File: config.mk
export PLATFORM = sky130hd
export DESIGN_NAME = psum_accum_flat
export DESIGN_NICKNAME = d
export VERILOG_FILES = /design/src/rtl/conv_pkg.sv /design/src/rtl/psum_accum_if.sv /design/src/rtl/psum_sat_add.sv /design/src/rtl/psum_accum.sv /design/src/flat_wrapper.sv
export SDC_FILE = /design/constraint.sdc
export NUM_CORES = 1
export LEC_CHECK = 0
export ABC_AREA = 1
export CAP_MARGIN = 20
export CELL_PAD_IN_SITES_DETAIL_PLACEMENT = 0
export CELL_PAD_IN_SITES_GLOBAL_PLACEMENT = 1
export CORE_UTILIZATION = 38
export DETAILED_ROUTE_END_ITERATION = 10
export PLACE_DENSITY_LB_ADDON = 0.1
export SYNTH_ARGS = -nofsm -noshare
export SYNTH_HDL_FRONTEND = slang
export SYNTH_HIERARCHICAL = 1
export SYNTH_SLANG_ARGS = --single-unit
File: constraint.sdc
create_clock -name clk -period 2.46 [get_ports clk]
set_clock_uncertainty 0.05 [all_clocks]
set_input_delay 0.492 -clock clk [delete_from_list [all_inputs] [get_ports clk]]
set_output_delay 0.492 -clock clk [all_outputs]
set_load 0.02 [all_outputs]
File: src/rtl/conv_pkg.sv
// Shared constants for the partial-sum accumulator: default datum format,
// window-length width and FSM state encoding.
package conv_pkg;

  localparam int unsigned N_DEF     = 32;
  localparam int unsigned Q_DEF     = 15;
  localparam int unsigned LEN_W_DEF = 8;

  localparam int unsigned ST_W = 2;

  localparam logic [ST_W-1:0] ST_IDLE = 2'd0;
  localparam logic [ST_W-1:0] ST_ACC  = 2'd1;
  localparam logic [ST_W-1:0] ST_DONE = 2'd2;

endpackage

File: src/rtl/psum_accum_if.sv
// Input-term and window-sum handshake bundle for psum_accum.
interface psum_accum_if
  import conv_pkg::*;
#(
  parameter int unsigned N     = N_DEF,
  parameter int unsigned LEN_W = LEN_W_DEF
);

  logic [LEN_W-1:0] cfg_len;
  logic             in_valid;
  logic             in_ready;
  logic [N-1:0]     in_data;
  logic             out_valid;
  logic             out_ready;
  logic [N-1:0]     out_data;
  logic             out_ovf;

  modport master (
    output cfg_len, in_valid, in_data, out_ready,
    input  in_ready, out_valid, out_data, out_ovf
  );

  modport slave (
    input  cfg_len, in_valid, in_data, out_ready,
    output in_ready, out_valid, out_data, out_ovf
  );

endinterface

File: src/rtl/psum_sat_add.sv
// Signed N-bit adder with overflow detect. Build with PSUM_SAT_EN defined to
// clamp the sum on overflow; otherwise the sum wraps modulo 2^N.
module psum_sat_add #(
  parameter int unsigned N = 32
) (
  input  logic [N-1:0] a,
  input  logic [N-1:0] b,
  output logic [N-1:0] sum,
  output logic         ovf
);

  logic [N-1:0] raw;

  assign raw = a + b;
  // Same-sign operands producing an opposite-sign result.
  assign ovf = (a[N-1] == b[N-1]) && (raw[N-1] != a[N-1]);

`ifdef PSUM_SAT_EN
  localparam logic [N-1:0] SAT_MAX = {1'b0, {(N-1){1'b1}}};
  localparam logic [N-1:0] SAT_MIN = {1'b1, {(N-1){1'b0}}};

  assign sum = ovf ? (a[N-1] ? SAT_MIN : SAT_MAX) : raw;
`else
  assign sum = raw;
`endif

endmodule

File: src/rtl/psum_accum.sv
// Windowed signed partial-sum accumulator (IDLE/ACC/DONE). Saturating build
// selected by PSUM_SAT_EN inside psum_sat_add.
module psum_accum
  import conv_pkg::*;
#(
  parameter int unsigned N     = N_DEF,
  parameter int unsigned Q     = Q_DEF,
  parameter int unsigned LEN_W = LEN_W_DEF
) (
  input  logic        clk,
  input  logic        rst_n,
  psum_accum_if.slave bus
);

  if (Q >= N) begin : g_bad_q
    $error("psum_accum: Q must be smaller than N");
  end

  logic [ST_W-1:0]  state_q, state_d;
  logic [N-1:0]     acc_q, acc_d;
  logic [LEN_W-1:0] cnt_q, cnt_d;
  logic [LEN_W-1:0] len_q, len_d;
  logic             ovf_q, ovf_d;
  logic             out_valid_q, out_valid_d;
  logic             in_ready_q, in_ready_d;

  logic [N-1:0]     add_sum;
  logic             add_ovf;
  logic             beat_c;
  logic [LEN_W-1:0] cnt_inc_c;
  logic [LEN_W-1:0] len_in_c;

  psum_sat_add #(.N(N)) u_add (
    .a   (acc_q),
    .b   (bus.in_data),
    .sum (add_sum),
    .ovf (add_ovf)
  );

  assign beat_c    = bus.in_valid & in_ready_q;
  assign cnt_inc_c = cnt_q + LEN_W'(1);
  // A zero window length is treated as a single-term window.
  assign len_in_c  = (bus.cfg_len == '0) ? LEN_W'(1) : bus.cfg_len;

  always_comb begin
    state_d = state_q;
    acc_d   = acc_q;
    cnt_d   = cnt_q;
    len_d   = len_q;
    ovf_d   = ovf_q;

    case (state_q)
      ST_IDLE: begin
        if (beat_c) begin
          len_d   = len_in_c;
          acc_d   = bus.in_data;
          ovf_d   = 1'b0;
          cnt_d   = LEN_W'(1);
          state_d = (len_in_c == LEN_W'(1)) ? ST_DONE : ST_ACC;
        end
      end
      ST_ACC: begin
        if (beat_c) begin
          acc_d = add_sum;
          ovf_d = ovf_q | add_ovf;
          cnt_d = cnt_inc_c;
          if (cnt_inc_c == len_q) state_d = ST_DONE;
        end
      end
      ST_DONE: begin
        if (bus.out_ready) state_d = ST_IDLE;
      end
      default: state_d = ST_IDLE;
    endcase

    out_valid_d = (state_d == ST_DONE);
    in_ready_d  = (state_d != ST_DONE);
  end

  always_ff @(posedge clk or negedge rst_n) begin
    if (!rst_n) begin
      state_q     <= ST_IDLE;
      acc_q       <= '0;
      cnt_q       <= '0;
      len_q       <= '0;
      ovf_q       <= 1'b0;
      out_valid_q <= 1'b0;
      in_ready_q  <= 1'b1;
    end else begin
      state_q     <= state_d;
      acc_q       <= acc_d;
      cnt_q       <= cnt_d;
      len_q       <= len_d;
      ovf_q       <= ovf_d;
      out_valid_q <= out_valid_d;
      in_ready_q  <= in_ready_d;
    end
  end

  // The accumulator is held unchanged in DONE, so it doubles as the output register.
  assign bus.out_valid = out_valid_q;
  assign bus.in_ready  = in_ready_q;
  assign bus.out_data  = acc_q;
  assign bus.out_ovf   = ovf_q;

endmodule

File: src/flat_wrapper.sv
// flat-port wrapper written by rule: the top's interface ports become plain ports
module psum_accum_flat import conv_pkg::*;
#(
  parameter int unsigned N     = N_DEF,
  parameter int unsigned Q     = Q_DEF,
  parameter int unsigned LEN_W = LEN_W_DEF
)
  (clk, rst_n, bus_cfg_len, bus_in_valid, bus_in_data, bus_out_ready, bus_in_ready, bus_out_valid, bus_out_data, bus_out_ovf);
  psum_accum_if #(.N(N), .LEN_W(LEN_W)) bus_i ();
  input  logic clk;
  input  logic rst_n;
  input wire logic [$bits(bus_i.cfg_len)-1:0] bus_cfg_len;
  input wire logic [$bits(bus_i.in_valid)-1:0] bus_in_valid;
  input wire logic [$bits(bus_i.in_data)-1:0] bus_in_data;
  input wire logic [$bits(bus_i.out_ready)-1:0] bus_out_ready;
  output wire logic [$bits(bus_i.in_ready)-1:0] bus_in_ready;
  output wire logic [$bits(bus_i.out_valid)-1:0] bus_out_valid;
  output wire logic [$bits(bus_i.out_data)-1:0] bus_out_data;
  output wire logic [$bits(bus_i.out_ovf)-1:0] bus_out_ovf;
  assign bus_i.cfg_len = bus_cfg_len;
  assign bus_i.in_valid = bus_in_valid;
  assign bus_i.in_data = bus_in_data;
  assign bus_i.out_ready = bus_out_ready;
  assign bus_in_ready = bus_i.in_ready;
  assign bus_out_valid = bus_i.out_valid;
  assign bus_out_data = bus_i.out_data;
  assign bus_out_ovf = bus_i.out_ovf;
  psum_accum #(.N(N), .Q(Q), .LEN_W(LEN_W)) u_core (.clk(clk), .rst_n(rst_n), .bus(bus_i));
endmodule
==> impl_metrics.ini, run 1 <==
[clocking]
clkLatencyLatePin_ps = 310
cts_sinks = 53
clk_pin_slew_ps = 80
tritoncts = yes
h-tree-depth = 2
cts-root-buf = clkbuf_16
cts_buffers = 5
cts_hold_buf = 0
clock_path_buffers = 2

[floorplanning]
die-area_um2 = 13800
core_um2 = 12820
rows = 41
dieWidth_um = 117.5
io_pins = 79
fp.dieH_um = 117.5
initial_core_util_pct = 39.52

[synthesis]
synth-edff-count = 0
synth_cell_types = 27
ys_top_cells_by_count = 286 x nand2_1, 137 x inv_1, 117 x nor2_1
synth_top_area_share_pct = 25.67
syn_inst = 850
netlist_area_um2 = 5069
async_flop_share_pct = 100.0
yosysTopAreaCell = dfrtp_1
ys.flop_type = dfrtp_1
netlist_top_cells_area = dfrtp_1 26%, nand2_1 21%, inv_1 10%
yosys_warnings = 6
ys_seq_elements = 53
synth.net_count = 927
syn_avg_cell_area_um2 = 5.963
yosysMostFrequentCell = nand2_1
ys_seq_area_share_pct = 26.19

[critical_path]
crit_chain = clkdlybuf4s50_1 > ha_1 > fa_2 > nand3_1 > nand3_1 > nand2_1 > nand2_2 > nand2_1 > nand2_2 > xor2_1 > nor2_1 > nor3_1
r2r_end = u_core/bus.out_data[12]
timing.rr.start = u_core/bus.out_data[0]
critPathRequiredTime_ps = 2640
r2r_setup_slack_ps = 310
r2r_cells = 11
crit_type = input port to register
cp_num_buf_inv = 1
critPathTopFamily = simple AND/OR/NAND/NOR gates
end_kind = register
path_max_fanout = 4
crit_path_start = bus_in_data[0]
crit_path_top_delay_cell = clkdlybuf4s50_1
critical-path-max-stage-delay_ps = 430
crit_arrival_ps = 2520
crit_path_start_kind = input port

[power]
powerDensity_nw_per_um2 = 1269
p_leak_nw = 3.548
ir_worst_vdd_v = 0.0005237
p_total_mw = 8.359

[final_layout]
n_fill_cell = 1341
drive_gt1_share_pct = 9.721
synthToLayoutAreaGrowth_pct = 29.99
regArea_um2 = 1328
antenna_cells = 0
multiInputGateArea_um2 = 3182
stdcell_count = 1139
fin_nets = 1043

[placed_design]
dpl.cell_count = 1131
dp_slack_ps = -299.1
gp_congestion = 0.8765
io_buffers = 78
dp_hpwl_mm = 12.17

[global_routing]
grt_pass1_vias = 5439
grt_util_met2_pct = 38.28
overflow = 0
grt-busiest-layer = met2
grt_pass1_wl_mm = 25.96
grt_max_degree = 33
antenna_found_initial = 0
groute.layer.met3.usage_pct = 3.198
gr-usage-all-layers_pct = 23.02
use_met1_pct = 31.41

[drt]
wl_per_cell_um = 13.62
drc = 0
firstDrtPassIters = 5
antenna_left = 0
vias = 5601
drt_iter0_markers = 272
wirelength_mm = 15.52
via_per_inst = 4.917

[timing]
fin_setup_tns_ps = 0
hold_ws_ps = 119.1
slew_headroom_pct = 62.35
drv_slew = 0
hold_violations = 0
final.setup.worst_slack_ps = 120.5
worst_slew_pin_slew_ps = 564.8
min_period_over_period_pct = 95.10
max_freq_mhz = 427.4
rsz0062_at_grt = true
fin_crit_ps = 2339
setup_viol = 0

[outcome]
status = completed

[worst_hold_path]
hp-class = input port to asynchronous set/reset pin

[run]
maxCapViolations = 0
-- power by group --
| part | total [mW] | internal (mW) | switching, mW |
|---|---|---|---|
| Combinational | 5.84 | 2.49 | 3.35 |
| Clock | 0.882 | 0.491 | 0.391 |
| Sequential | 1.64 | 1.27 | 0.371 |
| Total | 8.36 | 4.25 | 4.11 |
-- state kept, by name (all words and copies together), names as in the netlist --
signal,count
u_core/bus.in_ready,1
u_core/len_q,8
u_core/state_q,2
u_core/bus.out_valid,1
u_core/bus.out_data,32
u_core/cnt_q,8
u_core/bus.out_ovf,1
-- worst reg2reg max path, delay by kind of cell, from the launching register on --
family        cells  cell delay [ps]
fa+ha+maj         2              600
xor+xnor          1              210
flops             1              410
simple gates      8              800
-- cell type report --
cell class	instances	share of cell area, %
Clock buffer	5	1.899
Clock inverter	3	0.7596
Inverter	138	7.862
Multi-Input combinational cell	639	48.29
Sequential cell	53	20.15
Tap cell	172	3.266
Timing Repair Buffer	129	17.77
-- per-layer routing --
| metal | vias up | wire length [um] |
|---|---|---|
| met2 | 140 | 7103 |
| met1 | 2555 | 7525 |
| li1 | 2892 | - |
| met5 | - | 0 |
| met4 | 0 | 212 |
| met3 | 14 | 675 |
-- per-stage QoR --
step	utilization, %	cell area, um2
3_3_place_gp	49.60	6361
4_1_cts	50.97	6536
6_report	51.38	6589
3_5_place_dp	49.60	6361
5_1_grt	51.38	6589
2_1_floorplan	-	5069
-- repair_timing --
action | in CTS | in global routing
buffers inserted | 0 | 0
gates resized for setup | 0 | 8
endpoints found under the setup margin | 0 | 7
hold endpoints to repair | 0 | 0
-- cells in the final DEF (no fill, tap or decap) --
master,Yosys,routed
clkinv_4,0,1
inv_8,0,1
buf_4,2,50
a21oi_1,23,23
dfstp_2,1,1
o21ai_0,6,6
fa_2,0,1
ha_4,0,3
nand3_2,3,3
buf_12,0,1
a21o_1,1,1
inv_1,137,137
nand4_1,8,8
dfrtp_1,52,52
clkbuf_16,0,5
nand2_1,286,284
nand3b_1,3,3
bufinv_16,0,1
buf_2,9,1
nor2_4,1,1
o22ai_1,6,6
nor2_2,4,5
nor4_1,33,33
xor2_1,15,15
nor2_1,117,116
ha_1,32,29
nand2_2,16,18
inv_2,1,1
xnor2_1,1,1
nand3_1,43,43
o21bai_1,2,2
nor3_1,38,37
clkdlybuf4s50_1,0,77
nor3_2,0,1
-- how the worst max path moves through the flow --
stage                               to  depth (start not counted)
2_1_floorplan  u_core/bus.out_data[28]                         13
3_3_place_gp   u_core/bus.out_data[12]                         12
3_5_place_dp   u_core/bus.out_data[28]                         14
4_1_cts        u_core/bus.out_data[28]                         14
5_1_grt        u_core/bus.out_data[20]                         15
6_report       u_core/bus.out_data[12]                         12
-- cell families after synthesis --
family | share of synthesized area, %
compound gates | 4.048
xor+xnor | 2.765
buf+inv | 12.07
flops | 26.19
simple gates | 46.63
fa+ha+maj | 8.294
(Power assumes the default switching activity.)
==> inputs of run 2 (changes only) <==
--- a/config.mk
+++ b/config.mk
@@ -6,9 +6,9 @@
 export NUM_CORES = 1
 export LEC_CHECK = 0
 export ABC_AREA = 1
-export CAP_MARGIN = 20
 export CELL_PAD_IN_SITES_DETAIL_PLACEMENT = 0
 export CELL_PAD_IN_SITES_GLOBAL_PLACEMENT = 1
+export CORE_MARGIN = 5
 export CORE_UTILIZATION = 38
 export DETAILED_ROUTE_END_ITERATION = 10
 export PLACE_DENSITY_LB_ADDON = 0.1
==> constraint.sdc (replaced) <==
create_clock -name clk -period 2.46 [get_ports clk]
set_clock_uncertainty 0.05 [all_clocks]
set_input_delay 0.492 -clock clk [delete_from_list [all_inputs] [get_ports clk]]
set_output_delay 0.492 -clock clk [all_outputs]
set_load 0.01 [all_outputs]
==> run 2 against run 1 <==
Flip-flop and latch count did not move. Global-route usage fell by 2.2 points. Core utilization fell by 1.1 points. Highest routed layer unchanged. First-iteration DRC count rose by 32%. Clock-buffer cell count rose by 1. Largest power group unchanged. Routed wire length rose by 5.4%. Via count rose by 0.29%. Die area rose by 14%. Critical path depth rose by 2. Cell area rose by 0.30%. Setup slack improved by 13 ps.
==> impl_metrics.ini, run 2 (synthesized netlist as in run 1, its figures left out) <==
[outcome]
status = completed

[final_layout]
synthToLayoutAreaGrowth_pct = 30.39
antenna_cells = 0
finalCoreUtilization_pct = 50.30
fin_nets = 1049
final_area_um2 = 6609
layout_common_cells = 285 x nand2_1, 137 x inv_1, 116 x nor2_1
drive_gt1_share_pct = 9.969
largest_reg_flops = 32
final_common_cell = nand2_1

[critical_path]
crit_arrival_ps = 2460
crit_type = input port to register
end_kind = register
critPathRequiredTime_ps = 2600
crit_path_start_kind = input port
path_max_fanout = 3

[clocking]
cts_hold_buf = 0
post_cts_resized = 0
cts_sinks = 53
cts-root-buf = clkbuf_16
h-tree-depth = 2
clk_pin_slew_ps = 80
tritoncts = yes
clkLatencyLatePin_ps = 310
clock_path_buffers = 2
post_cts_buffers = 0
cts_buffers = 5

[floorplanning]
core_um2 = 13140
dieWidth_um = 125.5
fp.dieH_um = 125.5
initial_core_util_pct = 38.58
io_pins = 79
rows = 42
die-area_um2 = 15750

[timing]
max_freq_mhz = 429.8
min_period_over_period_pct = 94.58
slew_headroom_pct = 51.56
rsz0062_at_grt = false
drv_slew = 0
setup_viol = 0
worst_slew_pin_slew_ps = 726.6
fin_crit_ps = 2327
hold_violations = 0

[placed_design]
io_buffers = 78
dp_hpwl_mm = 12.74
gp_congestion = 0.9472
dpl_cell_area_um2 = 6411

[drt]
antenna_left = 0
wirelength_mm = 16.35
drt_iter0_markers = 358
wl_per_cell_um = 14.23
via_per_inst = 4.889
vias = 5617
firstDrtPassIters = 4
drc = 0

[worst_hold_path]
hp-class = input port to asynchronous set/reset pin

[global_routing]
overflow = 0
grt_pass1_vias = 5517
antenna_found_initial = 0
gr-usage-all-layers_pct = 20.87
grt_pass1_wl_mm = 27.07
grt_max_degree = 34

[power]
powerDensity_nw_per_um2 = 1233
ir_worst_vdd_v = 0.0004113
p_leak_nw = 3.574

[run]
maxCapViolations = 0
==> run 2: cell types whose count changed in the layout (fill, tap and decap cells not counted), sizes merged <==
cell / change
clkbuf: +1
buf: +6
clkinv: -1
==> run 2: area by class of cell <==
cell class / count / area [um2]
fillers: 1370 / 6529
flip-flops and latches: 53 / 1328
clock inverters: 2 / 38.79
repair buffers: 135 / 1216
well taps: 176 / 220.2
inverters: 138 / 518.0
clock buffers: 6 / 128.9
multi-input cells: 639 / 3159
==> run 2: where the power goes <==
part	total (mW)	internal, mW	switching (mW)	leakage, nW
registers	1.64	1.27	0.375	0.619
clock network	0.864	0.487	0.377	0.0815
logic	5.64	2.51	3.13	2.87
total	8.15	4.26	3.89	3.57
==> run 2: worst max-delay path, stage by stage <==
cell and delay (ps):
clkdlybuf4s50_1 420, ha_1 220, fa_2 350, buf_4 150
nand2_1 70, nand3_2 70, nand2_1 80, nand2_2 110
nand2_1 120, nand2_1 60, nand2_1 60, nand2_1 50
nor2_1 140, nor3_2 60
==> run 2: metrics by stage <==
step | worst slack (ps) | std cells | TNS [ps] | power (mW) | hold WS, ps
6_report | 133.2 | 1149 | 0 | 8.149 | 183.7
2_1_floorplan | 371.3 | 850 | 0 | 5.077 | 146.4
4_1_cts | 90.93 | 1149 | 0 | 8.176 | 210.4
3_5_place_dp | -246.4 | 1141 | -2808 | 7.263 | 452.0
5_1_grt | 0.5931 | 1149 | 0 | 9.006 | 227.3
3_3_place_gp | -167.9 | 1141 | -1940 | 7.211 | 444.0
==> run 2: final timing paths <==
path                                      endpoint              startpoint  slack, ps  cells past startpoint
max                        u_core/bus.out_data[30]          bus_in_data[0]        130                     14
min                         u_core/bus.out_data[4]                   rst_n        180                      1
max reg2reg                u_core/bus.out_data[30]  u_core/bus.out_data[0]        330                     13
min reg2reg                        u_core/len_q[2]         u_core/len_q[2]        470                      2
max in group asynchronous      u_core/bus.in_ready                   rst_n       1410                      2
min in group clk                   u_core/len_q[2]         u_core/len_q[2]        470                      2
==> run 2: per-layer routing <==
layer / up-vias / GRT usage, % / part of all wire, %
met5: - / 0 / 0
met2: 134 / 35.87 / 48
met1: 2552 / 27.39 / 46
met3: 21 / 3.582 / 5.0
met4: 0 / 4.847 / 1.5
li1: 2910 / - / -
